==> config.mk <==
export PLATFORM = sky130hd
export DESIGN_NAME = btn_toggle_ctrl
export DESIGN_NICKNAME = d
export VERILOG_FILES = /design/src/rtl/btn_toggle_ctrl.sv
export SDC_FILE = /design/constraint.sdc
export NUM_CORES = 1
export LEC_CHECK = 0
export BUFFER_PORTS_ARGS = -buffer_cell sky130_fd_sc_hd__buf_2
export CELL_PAD_IN_SITES_DETAIL_PLACEMENT = 1
export CELL_PAD_IN_SITES_GLOBAL_PLACEMENT = 2
export CORE_UTILIZATION = 40
export CTS_CLUSTER_SIZE = 16
export DETAILED_ROUTE_END_ITERATION = 8
export PLACE_DENSITY = 0.83
export SKIP_LAST_GASP = 1
export SYNTH_ARGS = -nofsm -noshare
export SYNTH_HDL_FRONTEND = slang
export SYNTH_SLANG_ARGS = --single-unit
==> constraint.sdc <==
create_clock -name clk -period 3.36 [get_ports clk]
set_clock_uncertainty 0.15 [all_clocks]
set_input_delay 0.336 -clock clk [delete_from_list [all_inputs] [get_ports clk]]
set_output_delay 0.336 -clock clk [all_outputs]
set_load 0.05 [all_outputs]
==> src/rtl/btn_toggle_ctrl.sv <==
// Push-button conditioner: 2-flop synchronizer, debounce FSM, run/stop toggle,
// and registered one-cycle press / long-hold pulses.
module btn_toggle_ctrl #(
  parameter int   DEBOUNCE_CYCLES = 500_000,
  parameter int   LONG_CYCLES     = 100_000_000,
  parameter logic RESET_ENABLE    = 1'b1
) (
  input  logic clk,
  input  logic rst,
  input  logic btn_n,
  output logic enable,
  output logic press_pulse,
  output logic long_pulse,
  output logic btn_level
);

  localparam int CNT_W = $clog2(LONG_CYCLES + 1);
  localparam logic [CNT_W-1:0] DB_LAST   = CNT_W'(DEBOUNCE_CYCLES - 1);
  localparam logic [CNT_W-1:0] LONG_MAX  = CNT_W'(LONG_CYCLES);
  localparam logic [CNT_W-1:0] LONG_LAST = CNT_W'(LONG_CYCLES - 1);
  localparam logic [CNT_W-1:0] CNT_ONE   = CNT_W'(1);

  typedef enum logic [1:0] {
    RELEASED   = 2'd0,
    PRESS_DB   = 2'd1,
    PRESSED    = 2'd2,
    RELEASE_DB = 2'd3
  } state_t;

  state_t           state, state_nxt;
  logic             sync_1, sync_n;
  logic [CNT_W-1:0] db_cnt, db_nxt;
  logic [CNT_W-1:0] hold_cnt, hold_nxt;
  logic             enable_nxt, press_nxt, long_nxt, level_nxt;

  // Both flops reset to the released level so reset never looks like a press.
  always_ff @(posedge clk or posedge rst) begin
    if (rst) begin
      sync_1 <= 1'b1;
      sync_n <= 1'b1;
    end else begin
      sync_1 <= btn_n;
      sync_n <= sync_1;
    end
  end

  always_ff @(posedge clk or posedge rst) begin
    if (rst) begin
      state       <= RELEASED;
      db_cnt      <= '0;
      hold_cnt    <= '0;
      enable      <= RESET_ENABLE;
      press_pulse <= 1'b0;
      long_pulse  <= 1'b0;
      btn_level   <= 1'b0;
    end else begin
      state       <= state_nxt;
      db_cnt      <= db_nxt;
      hold_cnt    <= hold_nxt;
      enable      <= enable_nxt;
      press_pulse <= press_nxt;
      long_pulse  <= long_nxt;
      btn_level   <= level_nxt;
    end
  end

  always_comb begin
    state_nxt  = state;
    db_nxt     = db_cnt;
    hold_nxt   = hold_cnt;
    enable_nxt = enable;
    press_nxt  = 1'b0;
    long_nxt   = 1'b0;
    level_nxt  = btn_level;
    case (state)
      RELEASED: begin
        if (!sync_n) begin
          state_nxt = PRESS_DB;
          db_nxt    = '0;
        end
      end
      PRESS_DB: begin
        if (sync_n) begin
          state_nxt = RELEASED;
        end else if (db_cnt == DB_LAST) begin
          state_nxt  = PRESSED;
          enable_nxt = ~enable;
          press_nxt  = 1'b1;
          level_nxt  = 1'b1;
          hold_nxt   = '0;
        end else begin
          db_nxt = db_cnt + CNT_ONE;
        end
      end
      PRESSED: begin
        if (sync_n) begin
          state_nxt = RELEASE_DB;
          db_nxt    = '0;
        end else if (hold_cnt != LONG_MAX) begin
          // Saturating hold count makes long_pulse fire once per press.
          hold_nxt = hold_cnt + CNT_ONE;
          if (hold_cnt == LONG_LAST) long_nxt = 1'b1;
        end
      end
      RELEASE_DB: begin
        if (!sync_n) begin
          state_nxt = PRESSED;
        end else if (db_cnt == DB_LAST) begin
          state_nxt = RELEASED;
          level_nxt = 1'b0;
        end else begin
          db_nxt = db_cnt + CNT_ONE;
        end
      end
      default: state_nxt = RELEASED;
    endcase
  end

endmodule

---- Word level (Yosys, flattened, before mapping) ----
Cells that the tools add are included.
cells by class
  bitwise logic cells ..................... 2
  reduce and logical (&&, ||, !) cells .... 8
  equal/unequal tests ..................... 16
  add/subtract/negate cells ............... 2
  mux-type cells .......................... 30
operators by type and width
  kind                   number
  $mux 27                9
  $pmux 27 s4            1
  $add 27x1->27 const B  2
  $pmux 27 s2            1
  $eq 27x19->1 const B   1
  $eq 27x27->1 const B   1
  $ne 27x27->1 const B   1
  $ne 2x2->1 const B     8
  $mux 2                 6
  $mux 1                 11
  $reduce_and 5->1       2
  $pmux 2 s4             1
  $reduce_and 4->1       2
  $ne 3x3->1 const B     2
  $eq 2x2->1 const B     2
  $reduce_bool 2->1      2
  $reduce_and 3->1       1
  $eq 2x1->1 const B     1
  $logic_not 2->1        1
  $not 1->1              2
  $pmux 1 s2             1
storage, ports and cells
  output and inout port bits .............. 4
  input bits .............................. 3
  register bits ........................... 62

---- Logic depth before layout (Yosys ltp) ----
Gate-level depths: netlist of run 1.
  depth in word-level cells ............... 5
  gate-level depth with buffers ........... 9
  mapped depth without buffers ............ 7

---- Worst setup path before layout of run 1 ----
Ideal clock, no wire load.
  path type ............................... register -> register
  from .................................... register db_cnt[5]
  to ...................................... register hold_cnt[17]
  buffers on the path ..................... 1
  path slack .............................. 0.866 ns
  cell stages (with the launch flop) ...... 7
  clock period less this slack ............ 2.494 ns
  data arrival time ....................... 2.220 ns
  cell sequence ........................... dfrtp_1 > or4b_4 > nor4_4 > nand2_4 > o31a_1 > buf_6 > a211o_1
on the way
  word-level cells in the longest chain between the ends .. 3
RTL lines
  element                            line  source
  start: declaration                 32    logic [CNT_W-1:0] db_cnt, db_nxt;
  start signal: assignment           58    db_cnt <= db_nxt;
  $eq 27x19->1                       85    end else if (db_cnt == DB_LAST) begin
  $ne 2x2->1 (no source line)        n/a
  $reduce_and 5->1 (no source line)  n/a
  end signal: assignment             59    hold_cnt <= hold_nxt;
  end: declaration                   33    logic [CNT_W-1:0] hold_cnt, hold_nxt;
Every way passes these cells.
A chain may end at the register's enable or synchronous reset.

---- Final worst setup path of run 1 ----
  from .................................... register db_cnt[5]
  to ...................................... register hold_cnt[5]
Same word-level chain as after synthesis.

==> flow_metrics.env, run 1 <==
export IMPL_yosysWarnings=0
export IMPL_num_rows=33
export IMPL_ys_flop_type="dfrtp_1"
export IMPL_synth_distinct_cells=53
export IMPL_clockBufferDepth=2
export IMPL_die_w_um=94.34
export IMPL_cp_end_kind="flip-flop"
export IMPL_clkLatencyLatePin_ps=340
export IMPL_layout_drive_gt1_share_pct=12.76
export IMPL_ir_drop_mv=0.1738
export IMPL_num_vias=2895
export IMPL_drv_cap=0
export IMPL_r2r_start="db_cnt[5]$_DFFE_PP0P_"
export IMPL_nets=385
export IMPL_cts_hold_buf=1
export IMPL_ys_ff_latch=62
export IMPL_antenna_found_initial=0
export IMPL_required_ps=3430
export IMPL_power_density_nw_per_um2=417.1
export IMPL_finalCriticalPeriod_ps=2743
export IMPL_syn2layout_area_growth_pct=12.22
export IMPL_min_path_type="in -> async"
export IMPL_start_util_pct=41.51
export IMPL_setup_viol=0
export IMPL_root_buffer="clkbuf_8"
export IMPL_drv_slew=0
export IMPL_die_h_um=94.34
export IMPL_tightest_slew_ps=950.9
export IMPL_syn_area_per_cell_um2=9.345
export IMPL_htree_levels=3
export IMPL_p_leak_nw=1.740
export IMPL_hold_viol=0
export IMPL_fmax_mhz=364.6
export IMPL_total_power_mw=1.597
export IMPL_cts_sinks=62
export IMPL_grt_pass1_wl_um=14900
export IMPL_core_um2=8217
export IMPL_fin_setup_tns_ps=0
export IMPL_wire_per_inst_um=17.58
export IMPL_via_per_inst=5.920
export IMPL_layout_commonest_cell="dfrtp_1"
export IMPL_cts_setup_buffers=0
export IMPL_cp_startpoint="db_cnt[5]$_DFFE_PP0P_"
export IMPL_io_pin_count=7
export IMPL_syn_nets=371
export IMPL_status="finished, final reports clean"
export IMPL_grt_max_degree=46
export IMPL_wl_um=8599
export IMPL_async_flop_share_pct=100.0
export IMPL_tritoncts="built"
export IMPL_timing_final_crit_share_pct=81.64
export IMPL_antenna_left=0
export IMPL_critical_path_class="reg -> reg"
export IMPL_remaining_drc_errors=0
export IMPL_grt_pass1_vias=2986
export IMPL_io_buffers=6
export IMPL_ys_seq_area_share_pct=45.60
export IMPL_n_antenna_cell=0
export IMPL_synth_edf_count=0
export IMPL_cts_buffers=9
export IMPL_cts_resized=0
export IMPL_cts_clk_slew_worst_paths_ps=80
export IMPL_synthCells=365
export IMPL_place_congestion=0.8214
export IMPL_die_area_um2=8900
export IMPL_layout_common_cells="dfrtp_1 (59), nand3_1 (32), nand2_1 (30)"
export IMPL_crit_path_start_kind="flip-flop"
export IMPL_rsz0062_at_grt="false"
export IMPL_path_max_fanout=13
export IMPL_dr_pass1_iters=4
export IMPL_grt_use_total_pct=21.87
export IMPL_dr_first_iter_drc_count=115
export IMPL_synthesis_area_um2=3411
export IMPL_holdWs_ps=46.20
export IMPL_hpwl_um=5934
export IMPL_max_slew_margin_rel_pct=36.61
export IMPL_worstPathArrival_ps=2810
export IMPL_overflow=0
registers in the layout (all words and copies together), names as in the netlist, named ones only:
name / cells
btn_level: 1
state: 1
enable: 1
hold_cnt: 27
long_pulse: 1
sync_1: 1
sync_n: 1
press_pulse: 1
db_cnt: 27
Yosys cell counts (3+ instances only):
cell type,n,area [um^2]
xnor2_1,4,35.03
a22o_1,4,35.03
nand2_1,30,112.6
nor4bb_1,3,30.03
ha_1,3,37.54
xor2_1,10,87.58
clkbuf_1,11,41.29
o21a_1,3,22.52
and3_1,14,87.58
a31oi_1,11,68.82
nand2b_1,7,43.79
nor2_1,26,97.59
o211a_1,3,30.03
o211ai_1,4,30.03
nand4_1,18,112.6
or4_1,4,30.03
nor4_1,10,62.56
a41oi_1,3,26.28
or3_1,8,50.05
a211o_1,11,96.34
o21ai_0,12,60.06
inv_1,8,30.03
mux2i_1,4,40.04
dfstp_2,3,78.83
dfrtp_1,59,1476
a21oi_1,13,65.06
nand3_1,32,160.2
nor3_1,17,85.08
final cells by class:
| class | count | area, um^2 |
|---|---|---|
| tap | 105 | 131.4 |
| timing repair buffer | 17 | 115.1 |
| fill | 945 | 4389 |
| sequential | 62 | 1555 |
| clock inverter | 3 | 67.56 |
| inverter | 8 | 30.03 |
| multi-input combinational | 281 | 1769 |
| clock buffer | 13 | 158.9 |
cells by family (layout without fill, tap and decap cells):
group	count (synthesis)	in the layout	synth area share [%]
multiplexers	6	6	1.834
AO/OA/AOI/OAI	76	76	15.88
XOR/XNOR	14	14	3.595
AND/OR/NAND/NOR	182	182	29.31
buffers and inverters	22	41	2.678
adder cells (fa/ha/maj)	3	3	1.101
flip-flops	62	62	45.60
path summary, 6_finish.rpt:
| check | cells past startpoint | end | slack, ps |
|---|---|---|---|
| setup reg to reg | 5 | hold_cnt[5]$_DFFE_PP0P_ | 620 |
| hold / removal | 2 | hold_cnt[16]$_DFFE_PP0P_ | 50 |
| setup / recovery | 5 | hold_cnt[5]$_DFFE_PP0P_ | 620 |
| min in group clk | 0 | sync_n$_DFF_PP1_ | 210 |
| max in group asynchronous | 3 | db_cnt[13]$_DFFE_PP0P_ | 2270 |
| hold reg to reg | 0 | sync_n$_DFF_PP1_ | 210 |
power breakdown:
group	leakage (nW)	internal, mW	switching (mW)
combinational	0.779	0.0244	0.0341
clock	0.110	0.459	0.301
sequential	0.851	0.758	0.0193
total	1.74	1.24	0.354
per-stage QoR:
| step | instances | worst slack [ps] | util [%] | cell area, um^2 |
|---|---|---|---|---|
| finish | 489 | 616.9 | 46.58 | 3827 |
| global route | 489 | 515.2 | 46.58 | 3827 |
| CTS | 489 | 633.8 | 46.58 | 3827 |
| detailed placement | 472 | 641.2 | 43.70 | 3591 |
| global placement | 472 | 673.3 | 43.70 | 3591 |
| floorplan | 365 | 866.3 | - | 3411 |
metal layers:
metal | part of all wire (%) | wire (um) | up-vias | global-route usage (%)
li1 | - | - | 1411 | -
met1 | 47 | 4039 | 1456 | 27.56
met2 | 50 | 4259 | 17 | 37.08
met3 | 1.7 | 142 | 11 | 4.267
met4 | 1.8 | 158 | 0 | 8.077
met5 | 0 | 0 | - | 0
critical path, stage by stage, from the launching register on:
cell	delay, ps
dfrtp_1	440
or4b_4	570
nor4_4	460
nand2_4	130
o31a_1	510
a211o_1	360
Note: power is estimated with default switching activity, not from simulation.
==> inputs of run 2 (changes only) <==
- clock period: 3.36 -> 2.7 ns (I/O delays scaled with it)
==> flow_metrics.env, run 2 (same netlist as run 1, synthesis figures left out) <==
export IMPL_rrSetupSlack_ps=120
export IMPL_grt_max_degree=63
export IMPL_htree_levels=3
export IMPL_tightest_slew_ps=804.4
export IMPL_antenna_found_initial=0
export IMPL_tritoncts="built"
export IMPL_hold_viol=0
export IMPL_crit_path_start_kind="flip-flop"
export IMPL_wire_per_inst_um=17.70
export IMPL_clkLatencyLatePin_ps=350
export IMPL_total_power_mw=1.758
export IMPL_io_buffers=6
export IMPL_setup_viol=0
export IMPL_die_w_um=94.34
export IMPL_hpwl_um=6134
export IMPL_num_vias=3003
export IMPL_layout_common_cells="dfrtp_1 (59), nand3_1 (32), nand2_1 (30)"
export IMPL_syn2layout_area_growth_pct=13.35
export IMPL_layout_commonest_cell="dfrtp_1"
export IMPL_worstPathArrival_ps=2660
export IMPL_place_congestion=0.8218
export IMPL_top_regs="db_cnt x27, hold_cnt x27"
export IMPL_max_slew_margin_rel_pct=46.37
export IMPL_dr_pass1_iters=4
export IMPL_cts_sinks=62
export IMPL_cts_buffers=9
export IMPL_r2r_start="db_cnt[6]$_DFFE_PP0P_"
export IMPL_finalCriticalPeriod_ps=2582
export IMPL_regToRegEndpoint="hold_cnt[9]$_DFFE_PP0P_"
export IMPL_clockBufferDepth=2
export IMPL_critical_path_class="reg -> reg"
export IMPL_grt_use_total_pct=21.67
export IMPL_grt_pass1_vias=2971
export IMPL_antenna_left=0
export IMPL_p_leak_nw=1.777
export IMPL_fmax_mhz=387.3
export IMPL_via_per_inst=6.006
export IMPL_dpl_cell_area_um2=3686
export IMPL_start_util_pct=41.51
export IMPL_n_antenna_cell=0
export IMPL_core_um2=8217
export IMPL_path_max_fanout=13
export IMPL_ir_drop_mv=0.2110
export IMPL_fin_setup_tns_ps=0
export IMPL_drv_cap=0
export IMPL_cp_end_kind="flip-flop"
export IMPL_overflow=0
export IMPL_setup_ws_ps=117.7
export IMPL_r2r_cells=5
export IMPL_endpoint="hold_cnt[9]$_DFFE_PP0P_"
export IMPL_required_ps=2780
export IMPL_dr_first_iter_drc_count=100
export IMPL_wl_um=8849
export IMPL_cp_startpoint="db_cnt[6]$_DFFE_PP0P_"
export IMPL_root_buffer="clkbuf_8"
export IMPL_grt_pass1_wl_um=14760
export IMPL_timing_final_crit_share_pct=95.64
export IMPL_finalInstanceArea_um2=3866
export IMPL_layout_drive_gt1_share_pct=15.19
export IMPL_remaining_drc_errors=0
export IMPL_drv_slew=0
export IMPL_num_rows=33
export IMPL_min_path_type="in -> async"
export IMPL_die_area_um2=8900
export IMPL_nets=396
export IMPL_io_pin_count=7
export IMPL_rsz0062_at_grt="false"
export IMPL_power_density_nw_per_um2=454.6
export IMPL_status="finished, final reports clean"
export IMPL_detailedPlace_worstSlack_ps=55.98
export IMPL_die_h_um=94.34
export IMPL_cts_clk_slew_worst_paths_ps=70
[run 2: cell types whose count changed in the layout (fill, tap and decap cells not counted)]
cell	previous run	this run
o31a_1	2	1
buf_4	10	20
nor4_2	0	1
buf_12	0	1
nor4_1	10	9
o31a_2	0	1
clkinv_2	0	2
clkbuf_1	2	4
clkbuf_8	11	10
bufinv_16	2	0
clkinvlp_4	1	0
[run 2: worst min-delay path by stage]
| stage | endpoint | from | depth (start not counted) | slack [ps] |
|---|---|---|---|---|
| global route | db_cnt[9]$_DFFE_PP0P_ | rst | 3 | 90 |
| detailed placement | sync_n$_DFF_PP1_ | sync_1$_DFF_PP1_ | 0 | 200 |
| global placement | sync_n$_DFF_PP1_ | sync_1$_DFF_PP1_ | 0 | 200 |
| finish | db_cnt[9]$_DFFE_PP0P_ | rst | 3 | 20 |
| floorplan | sync_1$_DFF_PP1_ | btn_n | 0 | 120 |
| CTS | hold_cnt[18]$_DFFE_PP0P_ | rst | 3 | 50 |
[run 2: through the flow]
| stage | std cells | hold WS, ps | util (%) |
|---|---|---|---|
| 2_1_floorplan | 365 | 124.5 | - |
| 3_3_place_gp | 483 | 197.2 | 44.86 |
| 3_5_place_dp | 483 | 199.1 | 44.86 |
| 4_1_cts | 500 | 48.51 | 46.96 |
| 5_1_grt | 500 | 94.54 | 47.05 |
| 6_report | 500 | 15.04 | 47.05 |
[run 2: repair_timing]
| item | in CTS | in global routing |
|---|---|---|
| hold buffers | 1 | 0 |
| buffers inserted | 0 | 0 |
| setup endpoints to repair | 0 | 9 |
| endpoints found under the hold margin | 1 | 0 |
| resized for setup | 0 | 2 |
[run 2: worst max-delay path, cell delays in order, from the launching register on]
cell and delay (ps):
dfrtp_1 420, or4b_2 710, nor3_2 270, nand2_4 120, o31a_2 470, a211o_1 330
[run 2: cell type report]
class | count | area [um^2]
Fill cell | 948 | 4350
Multi-Input combinational cell | 281 | 1777
Sequential cell | 62 | 1555
Timing Repair Buffer | 28 | 210.2
Clock buffer | 14 | 152.6
Tap cell | 105 | 131.4
Inverter | 8 | 30.03
Clock inverter | 2 | 10.01
[run 2: metal layers]
layer / GRT usage, % / vias up / part of all wire (%)
li1: - / 1428 / -
met1: 26.54 / 1526 / 45
met2: 37.50 / 36 / 51
met3: 3.704 / 13 / 2.2
met4: 9.103 / 0 / 1.6
met5: 0 / - / 0
[run 2: power breakdown]
group	switching [mW]	internal [mW]	total (mW)
logic	0.0474	0.0315	0.0789
clock network	0.358	0.357	0.715
registers	0.0194	0.944	0.964
